File: src/rtl/mem_if_pkg.sv
// Shared types for the native PicoRV32 memory port: request payload, widths, arbiter state.
// Pure declarations; no latency or flow control of its own.
package mem_if_pkg;

   localparam int MEM_ADDR_W = 32;
   localparam int MEM_DATA_W = 32;
   localparam int MEM_STRB_W = 4;

   typedef struct packed {
      logic                  instr;
      logic [MEM_ADDR_W-1:0] addr;
      logic [MEM_DATA_W-1:0] wdata;
      logic [MEM_STRB_W-1:0] wstrb;
   } mem_req_t;

   typedef enum logic {
      IDLE = 1'b0,
      BUSY = 1'b1
   } arb_state_t;

endpackage

File: src/rtl/mem_arbiter_2to1_rr_pick2.sv
// Two-way round-robin pick: combinational, zero latency; on a tie the requester
// that did not win last time is chosen (last = 1 means requester 1 won last).
module rr_pick2 (
   input  logic [1:0] req,
   input  logic       last,
   output logic [1:0] win
);

   always_comb begin
      win = 2'b00;
      unique case (req)
         2'b01:   win = 2'b01;
         2'b10:   win = 2'b10;
         2'b11:   win = last ? 2'b01 : 2'b10;
         default: win = 2'b00;
      endcase
   end

endmodule

File: src/rtl/mem_arbiter_2to1.sv
// Round-robin 2:1 arbiter onto one PicoRV32 memory port; grant registers the payload (valid->m_mem_valid 1 cycle),
// one transaction outstanding, requesters stall on their ready; optional watchdog aborts hung transactions.
module mem_arbiter_2to1
   import mem_if_pkg::*;
#(
   parameter int unsigned TIMEOUT_CYCLES = 0,
   parameter logic [MEM_DATA_W-1:0] ERR_RDATA = 32'hDEADBEEF
) (
   input  logic                  clk,
   input  logic                  resetn,

   input  logic                  s0_mem_valid,
   input  logic                  s0_mem_instr,
   output logic                  s0_mem_ready,
   input  logic [MEM_ADDR_W-1:0] s0_mem_addr,
   input  logic [MEM_DATA_W-1:0] s0_mem_wdata,
   input  logic [MEM_STRB_W-1:0] s0_mem_wstrb,
   output logic [MEM_DATA_W-1:0] s0_mem_rdata,

   input  logic                  s1_mem_valid,
   input  logic                  s1_mem_instr,
   output logic                  s1_mem_ready,
   input  logic [MEM_ADDR_W-1:0] s1_mem_addr,
   input  logic [MEM_DATA_W-1:0] s1_mem_wdata,
   input  logic [MEM_STRB_W-1:0] s1_mem_wstrb,
   output logic [MEM_DATA_W-1:0] s1_mem_rdata,

   output logic                  m_mem_valid,
   output logic                  m_mem_instr,
   input  logic                  m_mem_ready,
   output logic [MEM_ADDR_W-1:0] m_mem_addr,
   output logic [MEM_DATA_W-1:0] m_mem_wdata,
   output logic [MEM_STRB_W-1:0] m_mem_wstrb,
   input  logic [MEM_DATA_W-1:0] m_mem_rdata,

   output logic [1:0]            grant,
   output logic                  timeout_err
);

   localparam int         CNT_W  = 16;
   localparam logic       WD_EN  = (TIMEOUT_CYCLES != 0);
   localparam logic [CNT_W-1:0] WD_LIM = CNT_W'(TIMEOUT_CYCLES);

   arb_state_t       state_q, state_d;
   mem_req_t         req_q, req_d;
   logic [1:0]       grant_q, grant_d;
   logic             last_q, last_d;
   logic [CNT_W-1:0] cnt_q, cnt_d;
   logic             terr_q, terr_d;

   logic [1:0] win;
   mem_req_t   s0_req, s1_req, win_req;
   logic       wd_hit;
   logic       done;

   assign s0_req  = '{instr: s0_mem_instr, addr: s0_mem_addr, wdata: s0_mem_wdata, wstrb: s0_mem_wstrb};
   assign s1_req  = '{instr: s1_mem_instr, addr: s1_mem_addr, wdata: s1_mem_wdata, wstrb: s1_mem_wstrb};
   assign win_req = win[1] ? s1_req : s0_req;

   rr_pick2 u_pick (
      .req  ({s1_mem_valid, s0_mem_valid}),
      .last (last_q),
      .win  (win)
   );

   // A downstream ready in the watchdog cycle takes precedence over the abort.
   assign wd_hit = WD_EN && (state_q == BUSY) && (cnt_q == WD_LIM) && !m_mem_ready;
   assign done   = (state_q == BUSY) && (m_mem_ready || wd_hit);

   always_comb begin
      state_d = state_q;
      req_d   = req_q;
      grant_d = grant_q;
      last_d  = last_q;
      cnt_d   = cnt_q;
      terr_d  = terr_q;
      unique case (state_q)
         IDLE: begin
            if (|win) begin
               req_d   = win_req;
               grant_d = win;
               last_d  = win[1];
               cnt_d   = '0;
               state_d = BUSY;
            end
         end
         BUSY: begin
            if (cnt_q != '1) begin
               cnt_d = cnt_q + 1'b1;
            end
            if (done) begin
               grant_d = 2'b00;
               state_d = IDLE;
               if (wd_hit) begin
                  terr_d = 1'b1;
               end
            end
         end
         default: state_d = IDLE;
      endcase
   end

   always_ff @(posedge clk or negedge resetn) begin
      if (!resetn) begin
         state_q <= IDLE;
         req_q   <= '0;
         grant_q <= 2'b00;
         last_q  <= 1'b1;
         cnt_q   <= '0;
         terr_q  <= 1'b0;
      end else begin
         state_q <= state_d;
         req_q   <= req_d;
         grant_q <= grant_d;
         last_q  <= last_d;
         cnt_q   <= cnt_d;
         terr_q  <= terr_d;
      end
   end

   assign m_mem_valid = (state_q == BUSY);
   assign m_mem_instr = req_q.instr;
   assign m_mem_addr  = req_q.addr;
   assign m_mem_wdata = req_q.wdata;
   assign m_mem_wstrb = req_q.wstrb;

   assign s0_mem_ready = done && grant_q[0];
   assign s1_mem_ready = done && grant_q[1];
   assign s0_mem_rdata = wd_hit ? ERR_RDATA : m_mem_rdata;
   assign s1_mem_rdata = wd_hit ? ERR_RDATA : m_mem_rdata;

   assign grant       = grant_q;
   assign timeout_err = terr_q;

endmodule

File: config.mk
export PLATFORM = sky130hd
export DESIGN_NAME = mem_arbiter_2to1
export DESIGN_NICKNAME = d
export VERILOG_FILES = /design/src/rtl/mem_if_pkg.sv /design/src/rtl/mem_arbiter_2to1_rr_pick2.sv /design/src/rtl/mem_arbiter_2to1.sv
export SDC_FILE = /design/constraint.sdc
export NUM_CORES = 1
export LEC_CHECK = 0
export CORE_MARGIN = 10
export CORE_UTILIZATION = 40
export CTS_BUF_LIST = sky130_fd_sc_hd__clkbuf_8
export CTS_CLUSTER_DIAMETER = 60
export DETAILED_ROUTE_END_ITERATION = 7
export DONT_BUFFER_PORTS = 1
export PLACE_DENSITY = 0.61
export SYNTH_ARGS = -nofsm -noshare
export SYNTH_HDL_FRONTEND = slang
export SYNTH_SLANG_ARGS = --single-unit
export TNS_END_PERCENT = 5
File: constraint.sdc
create_clock -name clk -period 1.6 [get_ports clk]
set_input_delay 0.32 -clock clk [delete_from_list [all_inputs] [get_ports clk]]
set_output_delay 0.32 -clock clk [all_outputs]
set_load 0.01 [all_outputs]
### Word-level counts from Yosys, hierarchy flattened

Cells that the tools add are included.

| word-level totals | value |
|---|---|
| bits in registers | 73 |
| bits of input ports | 175 |
| output and inout port bits | 139 |
| logic and storage cells | 28 |

| operators by class | value |
|---|---|
| equality and inequality tests | 5 |
| multiplexer cells | 9 |
| bitwise gates (word level) | 1 |
| reduce and logical (&&, ||, !) cells | 6 |

Operators by type and width:

| operator | count |
|---|---|
| 69-bit two-way mux | 1 |
| 2-bit two-way mux | 3 |
| 2-bit case mux with 3 select lines | 1 |
| 2-bit == test (second input constant) | 2 |
| 2-bit case mux with 2 select lines | 1 |
| 2-bit AND reduction | 2 |
| 1-bit logical AND | 3 |
| 2-bit by 1-bit == test with 1-bit output (second input constant) | 1 |
| 1-bit two-way mux | 2 |
| 2-bit by 1-bit inequality test with 1-bit output (second input constant) | 1 |
| 2-bit inequality test (second input constant) | 1 |
| 1-bit case mux with 2 select lines | 1 |
| 2-bit OR reduction | 1 |
| 1-bit NOT | 1 |

### Longest topological paths before layout

| logic depth | value |
|---|---|
| depth after elaboration | 5 |
| depth in mapped cells | 7 |

### Cells and area by module

A second synthesis with hierarchy kept.

| unflattened totals | value |
|---|---|
| cells, all modules | 411 |
| area total of the unflattened synthesis | 4,433.0 um^2 |

Modules (own cells, without submodules):

| module | instances | cells an instance | area each (um^2) | sequential area each (um^2) |
|---|---|---|---|---|
| mem_arbiter_2to1 | 1 | 408 | 4,414.2 | 1,828.0 |
| rr_pick2 | 1 | 3 | 18.8 | 0.0 |

### Worst setup path after synthesis

OpenSTA, ideal clock, no wires.

| timing path | value |
|---|---|
| kind | register -> output |
| from | register state_q (netlist: m_mem_valid) |
| to | output s0_mem_ready |
| data arrival time | 1.089 ns |
| setup slack | 0.191 ns |
| cell stages (with the launch flop) | 4 |
| buffers on the path | 2 |
| path through | dfrtp_1 -> buf_2 -> clkbuf_1 -> and3_1 |

| between the ends | value |
|---|---|
| word-level cells in the longest chain between the ends | 2 |

RTL lines:

| what | line | RTL |
|---|---|---|
| start, declared | mem_arbiter_2to1.sv:44 | `arb_state_t state_q, state_d;` |
| start signal, assigned | mem_arbiter_2to1.sv:112 | `state_q <= state_d;` |
| 1-bit logical AND | mem_arbiter_2to1.sv:68 | `assign done = (state_q == BUSY) && (m_mem_ready \|\| wd_hit);` |
| 1-bit logical AND | mem_arbiter_2to1.sv:127 | `assign s0_mem_ready = done && grant_q[0];` |
| end, declared | mem_arbiter_2to1.sv:14 | `output logic s0_mem_ready,` |

No other way between the ends.

### Worst setup path in the final report

| timing path | value |
|---|---|
| from | register state_q (netlist: m_mem_valid) |
| to | register req_q (netlist bit m_mem_wdata[25]) |

| between the ends | value |
|---|---|
| word-level cells in the longest chain between the ends | 2 |

RTL lines:

| what | line | RTL |
|---|---|---|
| 1-bit NOT (no source line) | - |  |
| 2-bit AND reduction (no source line) | - |  |
| end signal, assigned | mem_arbiter_2to1.sv:113 | `req_q <= req_d;` |
| end, declared | mem_arbiter_2to1.sv:45 | `mem_req_t req_q, req_d;` |

No other way between the ends.
A chain may end at the register's enable or synchronous reset.

==> reports/results.tsv <==
stage	metric	value	unit
synth	EDFF count, synth	0	
routing	DRC viols	0	
routing	DRT Pass-1 Iters	5	
clocking	clk buf depth	2	
cells_and_area	nets@finish	700	
timing	Clock Skew	6.63	ps
global_route	GRT Residual Overflow	0	
setup_path	CP Launch Type	flip-flop	
setup_path	crit path from	m_mem_valid$_DFF_PN0_	
timing	pin slew with the least headroom to its limit	519	ps
placed_design	IO Port Bufs	0	
synth	ys async rst share	100	%
synth	Yosys reg bits	73	
cells_and_area	area grow syn2layout	-2.16	%
synth	Post-Syn Nets	800	
timing	Max Clock Freq	640	MHz
status	status	finished with violations	
timing	Hold Vio Cnt, Final	73	
timing	RSZ-0062 raised after global routing	yes	
die	Initial Utilization	40.9	%
die	# IOs	314	
setup_path	CP max-delay cell	dfrtp_4	
global_route	Tot GR Track Use	17.9	%
timing	Final Cycle Share	97.7	%
status	failing checks	negative hold slack	
setup_path	cell family with most CP delay	flip-flops	
synth	Seq/Total Area, Yosys	35.4	%
synth	Mean Syn Cell Area	8.25	um^2
setup_path	WS Path Type	flip-flop to flip-flop	
clocking	CTS tree	done	
pwr	power density over the cells	1390	nW/um^2
routing	initial DRC count	235	
synth	Synth Cell Area	5160	um^2
synth	Synth cell types	26	
die	die footprint	17800	um^2
die	die width	134	um
timing	final hold slack	-350	ps
global_route	largest net degree at the start of global routing	144	
routing	WL per Instance	23.3	um
clocking	clock sink count	73	
routing	total number of vias	4223	
setup_path	Worst path max stage delay	510	ps
clocking	CTS H-tree lvls	3	
routing	DRT Wirelength	16300	um
cells_and_area	share of cells above drive strength 1	19.4	%
setup_path	Crit Reg-Reg Startpoint	m_mem_valid$_DFF_PN0_	
global_route	vias in the first global route	4501	
global_route	first-pass GRT wire length	25600	um
placed_design	placed cell area	4710	um^2
flow_run	Max Cap Viol	0	
timing	Tmin final	1560	ps
synth	Main synth FF type	dfrtp_1	
cells_and_area	final core occ	40.0	%
cells_and_area	ant diodes	0	
global_route	initial antenna violation count	0	
setup_path	Worst Path Max Fanout	33	
synth	Synth Warn #	0	
timing	fin. max-slew vios	0	
setup_path	CP Cell Sequence	buf_6 > and2b_1 > nand2_2 > buf_12 > o221a_2	
die	Cell Rows	41	
pwr	Leakage	1.92	nW
timing	Final setup viols	0	
cells_and_area	finished layout cell area	5050	um^2
setup_path	reg2reg setup slack	40	ps
setup_path	CP Capture Type	flip-flop	
routing	Final ANT Viol Nets	0	
placed_design	detailed placer's ending HPWL	10700	um
clocking	CTS root buf	clkbuf_8	
placed_design	GP Congestion	0.726	
routing	DR vias/cell	6.02	
synth	Cells after Synth	625	
die	core area	12600	um^2
pwr	peak supply drop	0.000643	V
clocking	clk_lat worst skew	360	ps
clocking	Clock Pin Slew Worst Setup and Hold Paths	80	ps
setup_path	worst path bufs/invs	2	
die	Die H	134	um
setup_path	Worst Path Required	1840	ps
worst_hold_path	Hold Path Class	input port to async pin	
clocking	total CTS buffers	9	
timing	Slew HR	65.4	%
setup_path	CP Data Arrival Time	1810	ps
==> worst paths after layout <==
path | endpoint | cells past startpoint
setup / recovery | m_mem_wdata[25]$_DFFE_PN0P_ | 5
hold / removal | m_mem_addr[10]$_DFFE_PN0P_ | 0
setup reg to reg | m_mem_wdata[25]$_DFFE_PN0P_ | 5
hold reg to reg | last_q$_DFFE_PN1P_ | 1
max in group asynchronous | last_q$_DFFE_PN1P_ | 0
min in group clk | m_mem_valid$_DFF_PN0_ | 1
==> placed cells by master, fill, tap and decap left out, drive strengths merged <==
master	count
dfstp	1
and2	1
inv	3
and2b	1
clkbuf	12
and3	2
o21ai	1
o221a	69
nor3	1
nand2	2
bufbuf	2
dfrtp	72
o22a	1
nand2b	1
o21a	1
nand3b	1
nor2	139
a221oi	1
clkinv	1
nor2b	69
buf	7
conb	1
bufinv	1
a21oi	140
==> per-stage QoR <==
step / setup slack (ps) / instances / setup TNS (ps) / power, mW
after floorplan: 191 / 625 / 0 / 5.08
after global placement: 184 / 683 / 0 / 5.23
after detailed placement: 132 / 683 / 0 / 5.39
after CTS: 5.76 / 702 / 0 / 7.07
after global routing: -35.0 / 702 / -222 / 7.50
final: 37.4 / 702 / 0 / 7.00
==> synthesized netlist by cell type, types with 2 or more instances <==
master / n / area share (%)
buf_4: 66 / 9.6
nor2_1: 139 / 10
buf_6: 5 / 1.1
o221a_2: 59 / 13
o221a_1: 10 / 2.2
buf_2: 24 / 2.3
dfrtp_1: 72 / 35
nor2b_1: 69 / 8.4
clkbuf_1: 25 / 1.8
and3_1: 2 / 0.24
a21oi_1: 130 / 13
a21oi_2: 10 / 1.7
==> per-layer routing <==
metal | global-route usage (%) | routed length (um) | vias up
met4 | 9.07 | 526 | 0
met1 | 19.7 | 6220 | 2058
li1 | - | - | 1933
met5 | 0 | 0 | -
met2 | 29.5 | 8110 | 179
met3 | 6.73 | 1470 | 53
==> cell type report <==
cell class / count / area, um^2
multi-input cells: 431 / 2610
flip-flops and latches: 73 / 1830
inverters: 1 / 3.75
clock buffers: 12 / 165
clock inverters: 4 / 42.5
well taps: 172 / 215
fillers: 1289 / 7570
repair buffers: 9 / 179
==> power by group <==
part | internal (mW) | leakage [nW] | switching (mW)
registers | 2.42 | 0.841 | 0.920
logic | 1.13 | 0.959 | 0.977
clock network | 0.836 | 0.115 | 0.720
==> cell families (layout without fill, tap and decap cells) <==
family,count (synthesis),count (layout),share of synthesized area (%)
flops,73,73,35.4
other cells,1,1,0.0727
compound gates,213,213,30.0
simple gates,217,217,19.6
buf+inv,121,26,14.9
==> timing repair <==
action / CTS / global route
cloned: 2 / 0
setup buffers: 1 / 0
setup endpoints to repair: 2 / 64
hold endpoints to repair: 73 / 73
pin swaps: 0 / 0
gates resized for setup: 3 / 10
==> worst register-to-register path, stage by stage (launching register included) <==
cell	delay, ps
dfrtp_4	510
buf_6	130
and2b_1	210
nand2_2	100
buf_12	190
o221a_2	310
==> flip-flops by register name, summed over array words and instances (netlist names) <==
signal and cells:
grant 2, last_q 1, m_mem_addr 32, m_mem_instr 1, m_mem_valid 1, m_mem_wdata 32, m_mem_wstrb 4
(Power assumes the default switching activity.)
